===== src/rtl/gd_pkg.sv =====
// Shared definitions for the gradient-descent step controller.
//   QW          : Q24.8 word width
//   FRAC_BITS   : fractional bits of the Q24.8 format
//   Q_MAX/Q_MIN : saturation limits for signed Q24.8 arithmetic
//   gd_state_e  : iteration FSM states
package gd_pkg;

  localparam int unsigned QW        = 32;
  localparam int unsigned FRAC_BITS = 8;

  localparam logic [QW-1:0] Q_MAX = 32'h7FFF_FFFF;
  localparam logic [QW-1:0] Q_MIN = 32'h8000_0000;

  typedef enum logic [2:0] {
    StIdle,
    StReq,
    StWait,
    StUpdate,
    StCheck,
    StDone
  } gd_state_e;

endpackage


===== src/rtl/fixed_32_sat_sub.sv =====
// 32-bit signed saturating subtract, purely combinational.
//   a_i : minuend (signed Q24.8)
//   b_i : subtrahend (signed Q24.8)
//   y_o : a_i - b_i clamped to [Q_MIN, Q_MAX]
module fixed_32_sat_sub
  import gd_pkg::*;
(
  input  logic [QW-1:0] a_i,
  input  logic [QW-1:0] b_i,
  output logic [QW-1:0] y_o
);

  logic [QW:0] sum;

  always_comb begin
    sum = {a_i[QW-1], a_i} - {b_i[QW-1], b_i};
    // Top two bits disagree only when the true result left the 32-bit range;
    // bit 32 then carries the real sign and picks the rail.
    if (sum[QW] != sum[QW-1]) begin
      y_o = sum[QW] ? Q_MIN : Q_MAX;
    end else begin
      y_o = sum[QW-1:0];
    end
  end

endmodule


===== src/rtl/gd_step_ctrl.sv =====
// Iteration controller for 1-D gradient descent in Q24.8 fixed point.
// Requests the gradient at the current point, steps x by -(g >>> LR_SHIFT)
// with saturation, and stops on a small step or on the iteration limit.
//   clk, rst_n              : clock, synchronous active-low reset
//   start, x_init           : begin a run from x_init (accepted in idle/done only)
//   req_valid/req_ready     : gradient request handshake, req_x = current x
//   grad_valid, grad_in     : gradient result, consumed only while waiting
//   busy, done              : run in progress / one-cycle completion pulse
//   converged, timeout      : sticky result flags, meaningful in done
//   x_out, iter_count       : current/final x and number of completed updates
module gd_step_ctrl
  import gd_pkg::*;
#(
  parameter int unsigned   LR_SHIFT         = 4,
  parameter int unsigned   MAX_ITER         = 1024,
  parameter logic [QW-1:0] LOWER_CONV_BOUND = 32'hFFFF_FFC0,
  parameter logic [QW-1:0] UPPER_CONV_BOUND = 32'h0000_0040
) (
  input  logic          clk,
  input  logic          rst_n,
  input  logic          start,
  input  logic [QW-1:0] x_init,
  output logic          req_valid,
  input  logic          req_ready,
  output logic [QW-1:0] req_x,
  input  logic          grad_valid,
  input  logic [QW-1:0] grad_in,
  output logic          busy,
  output logic          done,
  output logic          converged,
  output logic          timeout,
  output logic [QW-1:0] x_out,
  output logic [15:0]   iter_count
);

  localparam logic [15:0] MaxIterW = 16'(MAX_ITER);

  gd_state_e     state_q, state_d;
  logic [QW-1:0] x_q, x_d;
  logic [QW-1:0] grad_q, grad_d;
  logic [QW-1:0] diff_q, diff_d;
  logic [15:0]   iter_q, iter_d;
  logic          conv_q, conv_d;
  logic          tmo_q, tmo_d;
  logic          done_q, done_d;

  logic [QW-1:0] step;
  logic [QW-1:0] x_next;
  logic [QW-1:0] diff_next;
  logic          in_window;
  logic          iter_at_max;

  // Arithmetic shift floors toward -inf, so a small negative gradient still moves x by +1 LSB.
  assign step = $signed(grad_q) >>> LR_SHIFT;

  fixed_32_sat_sub u_sub_x (
    .a_i (x_q),
    .b_i (step),
    .y_o (x_next)
  );

  // Measured step is taken after saturation, so a clamped x reports the step it really made.
  fixed_32_sat_sub u_sub_diff (
    .a_i (x_next),
    .b_i (x_q),
    .y_o (diff_next)
  );

  assign in_window   = ($signed(diff_q) > $signed(LOWER_CONV_BOUND)) &&
                       ($signed(diff_q) < $signed(UPPER_CONV_BOUND));
  assign iter_at_max = (iter_q == MaxIterW);

  always_comb begin
    state_d = state_q;
    x_d     = x_q;
    grad_d  = grad_q;
    diff_d  = diff_q;
    iter_d  = iter_q;
    conv_d  = conv_q;
    tmo_d   = tmo_q;
    done_d  = 1'b0;

    unique case (state_q)
      StIdle, StDone: begin
        if (start) begin
          x_d     = x_init;
          iter_d  = '0;
          conv_d  = 1'b0;
          tmo_d   = 1'b0;
          state_d = StReq;
        end
      end
      StReq: begin
        if (req_ready) begin
          state_d = StWait;
        end
      end
      StWait: begin
        if (grad_valid) begin
          grad_d  = grad_in;
          state_d = StUpdate;
        end
      end
      StUpdate: begin
        x_d     = x_next;
        diff_d  = diff_next;
        iter_d  = (iter_q == 16'hFFFF) ? iter_q : iter_q + 16'd1;
        state_d = StCheck;
      end
      StCheck: begin
        // Converged takes priority when the last allowed step also lands in the window.
        conv_d = in_window;
        tmo_d  = !in_window && iter_at_max;
        if (in_window || iter_at_max) begin
          done_d  = 1'b1;
          state_d = StDone;
        end else begin
          state_d = StReq;
        end
      end
      default: state_d = StIdle;
    endcase
  end

  always_ff @(posedge clk) begin
    if (!rst_n) begin
      state_q <= StIdle;
      x_q     <= '0;
      grad_q  <= '0;
      diff_q  <= '0;
      iter_q  <= '0;
      conv_q  <= 1'b0;
      tmo_q   <= 1'b0;
      done_q  <= 1'b0;
    end else begin
      state_q <= state_d;
      x_q     <= x_d;
      grad_q  <= grad_d;
      diff_q  <= diff_d;
      iter_q  <= iter_d;
      conv_q  <= conv_d;
      tmo_q   <= tmo_d;
      done_q  <= done_d;
    end
  end

  always_comb begin
    req_valid  = (state_q == StReq);
    req_x      = x_q;
    busy       = (state_q == StReq) || (state_q == StWait) ||
                 (state_q == StUpdate) || (state_q == StCheck);
    done       = done_q;
    converged  = conv_q;
    timeout    = tmo_q;
    x_out      = x_q;
    iter_count = iter_q;
  end

endmodule


===== config.mk =====
export PLATFORM = sky130hd
export DESIGN_NAME = gd_step_ctrl
export DESIGN_NICKNAME = d
export VERILOG_FILES = /design/src/rtl/gd_pkg.sv /design/src/rtl/fixed_32_sat_sub.sv /design/src/rtl/gd_step_ctrl.sv
export SDC_FILE = /design/constraint.sdc
export NUM_CORES = 1
export LEC_CHECK = 0
export ABC_AREA = 0
export CORE_UTILIZATION = 37
export CTS_CLUSTER_DIAMETER = 30
export DETAILED_ROUTE_END_ITERATION = 12
export DONT_BUFFER_PORTS = 1
export GPL_TIMING_DRIVEN = 0
export PLACE_DENSITY = 0.48
export SETUP_SLACK_MARGIN = 0.05
export SLEW_MARGIN = 20
export SYNTH_ARGS = -nofsm -noshare
export SYNTH_HDL_FRONTEND = slang
export SYNTH_HIERARCHICAL = 1
export SYNTH_SLANG_ARGS = --single-unit

===== constraint.sdc =====
create_clock -name clk -period 5.85 [get_ports clk]
set_input_delay 0.585 -clock clk [delete_from_list [all_inputs] [get_ports clk]]
set_output_delay 0.585 -clock clk [all_outputs]
set_load 0.05 [all_outputs]

==> results_dict.tcl <==
set metrics [dict create \
    numCtsBuffers 17 \
    rsz0062_at_grt "yes" \
    synthCells 1311 \
    max_stage_delay_ns 0.49 \
    h-tree-depth 4 \
    min_from "grad_in[12]" \
    final.min_clock_period_ns 5.68 \
    synth_seq_area_share 0.240 \
    worstPathArrival_ns 6.03 \
    relSlewSlack 0.275 \
    post_route_cells_drive_above_1_share 0.178 \
    fmax_mhz 176 \
    drc 0 \
    finalHoldViolations 0 \
    fp.dieH_microns 162 \
    routed-via-count 9478 \
    first_global_vias 8707 \
    async_reset_ff_frac 0 \
    status "finished, final reports clean" \
    yosys_warnings 6 \
    die_w_microns 162 \
    antenna_found_initial 0 \
    netlist_area_sq_mm 0.00950 \
    fin_worst_skew_ns 0.0138 \
    cts_hold_buf 0 \
    clock_latency_ns 0.43 \
    pre_cts_slack_ns -0.651 \
    wl_per_cell_microns 18.6 \
    wirelength_mm 31.8 \
    holdCritPathClass "primary input to register" \
    synth_edf_count 0 \
    rows 58 \
    io_pins 154 \
    grt_max_degree 17 \
    ant_nets 0 \
    synth_nets 1448 \
    cpMostUsedCell "buf_6" \
    cp-start-kind "register" \
    die_area_sq_mm 0.0263 \
    r2r_start "req_x[0]" \
    maxCapViolCount 0 \
    yosys-top-cells-area "dfxtp_1 24%, nand2_1 9.6%, ha_1 8.7%, a21oi_1 7.4%, inv_1 3.7%" \
    register_area_sq_mm 0.00235 \
    synth_cell_types 67 \
    synthFlopType "dfxtp_1" \
    cts_sinks 114 \
    routabilityCongestion 0.887 \
    grt_overflow 0 \
    cts-root-buf "clkbuf_16" \
    nets 1504 \
    critPathCaptureType "register" \
    ys_seq_elements 114 \
    design.core.area_sq_mm 0.0252 \
    via_per_inst 5.54 \
    synth_top_area_share 0.240 \
    area_growth_pct 20.1 \
    diodes 0 \
    period_share 0.970 \
    path_max_fanout 6 \
    drtIter0Drc 569 \
    yosysMostFrequentCell "nand2_1" \
    setup_violations 0 \
    crit_path_start "req_x[0]" \
    num-fill-cells 2581 \
    worst_pin_slew_ns 1.08 \
    crit_slowest_cell "or4_4" \
    crit_type "register to register" \
    fin_cells 1710 \
    multi_input_comb_area_sq_mm 0.00674 \
    floorplan.initialDensity 0.377 \
    grt_first_pass_wirelength_mm 48.8 \
    layout_setup_ws_ns 0.173 \
    firstDrtPassIters 5 \
    synth.top_cells.by_count "244 x nand2_1, 141 x a21oi_1, 114 x dfxtp_1, 93 x inv_1, 87 x nor2_1" \
    clk_path_buf_depth 2 \
    cts.clk_slew.worst_paths_ns 0.06 \
    grt_usage 0.239 \
    worstPathRequired_ns 6.20 \
    dp_hpwl_mm 24.1 \
    cts_tree "yes" \
    io_buffers 0 \
    placedCellCount 1641 \
    syn_area_per_cell_sq_um 7.25 \
    slew_violations 0 \
    synth_largest_area_cell "dfxtp_1" \
]
[what timing repair did]
item	4_1_cts	5_1_grt
cloned	2	3
buffers inserted	17	15
resized for setup	81	71
endpoints found under the hold margin	0	0
pin swaps	18	39
setup endpoints to repair	32	31
[metal layers]
| layer | part of all wire | routed length [microns] | GRT usage | up-vias |
|---|---|---|---|---|
| met1 | 0.49 | 15500 | 0.328 | 4509 |
| met5 | 0 | 0 | 0 | - |
| met4 | 0.0086 | 273 | 0.0523 | 0 |
| li1 | - | - | - | 4703 |
| met2 | 0.46 | 14500 | 0.395 | 247 |
| met3 | 0.048 | 1540 | 0.0352 | 19 |
[state kept, by name (all words and copies together), names as in the netlist]
signal	count
grad_q	28
state_q	3
timeout	1
converged	1
done	1
diff_q	32
req_x	32
iter_count	16
[area by class of cell]
type	count	area share
multi-input cells	1007	0.590
flip-flops and latches	114	0.206
plain buffers	97	0.0547
clock buffers	18	0.0376
well taps	330	0.0362
inverters	93	0.0306
repair buffers	37	0.0266
clock inverters	14	0.0185
[critical path: cells and delay by family, from the launching register on]
family / cells / cell delay (ns)
DFF: 1 / 0.41
adders and majority gates: 3 / 0.76
AOI/OAI and AO/OA: 10 / 1.86
buffers and inverters: 6 / 0.63
muxes: 2 / 0.62
and+or+nand+nor: 6 / 1.30
[through the flow]
stage                      util  TNS, ns  instance area [sq um]  hold WS (ns)
after global routing      0.453        0                  11400         0.289
after detailed placement  0.394   -17.42                   9920         0.448
after global placement    0.394   -17.27                   9920         0.440
final                     0.453        0                  11400         0.287
after CTS                 0.436        0                  11000         0.277
after floorplan               -        0                   9500         0.431
[cell families after synthesis]
| kind of cell | after synthesis | synth area share |
|---|---|---|
| fa+ha+maj | 69 | 0.0922 |
| compound gates | 389 | 0.274 |
| simple gates | 479 | 0.230 |
| flops | 114 | 0.240 |
| buf+inv | 190 | 0.0972 |
| xor+xnor | 62 | 0.0571 |
| mux | 8 | 0.00961 |
[placed cells by master (no fill, tap or decap), drive strengths merged, types with 6 or more instances in the layout]
cell type  count
nor3           9
o31ai         15
clkinv         6
nand4         24
o21a          42
clkbuf        49
o211ai         6
a31oi          6
nand3         24
inv           94
o211a          6
nand2b        12
nor2b          9
a311oi        35
dfxtp        114
ha            66
and4           6
xnor2         37
and3          17
o21bai         8
o21ai         47
or4           10
a21oi        144
xor2          25
nor2          87
buf          103
a211oi         9
nor4          13
nand2        244
a21o          44
or2           12
[path summary, 6_finish.rpt]
kind           endpoint  slack [ns]  cells past startpoint
max          diff_q[18]        0.17                     27
min          grad_q[12]        0.29                      2
max reg2reg  diff_q[18]        0.17                     27
min reg2reg  grad_q[12]        0.45                      2
Power is left out: the tool's default activity adds up to more than one toggle a clock period on the data nets, which glitch-free logic cannot reach.
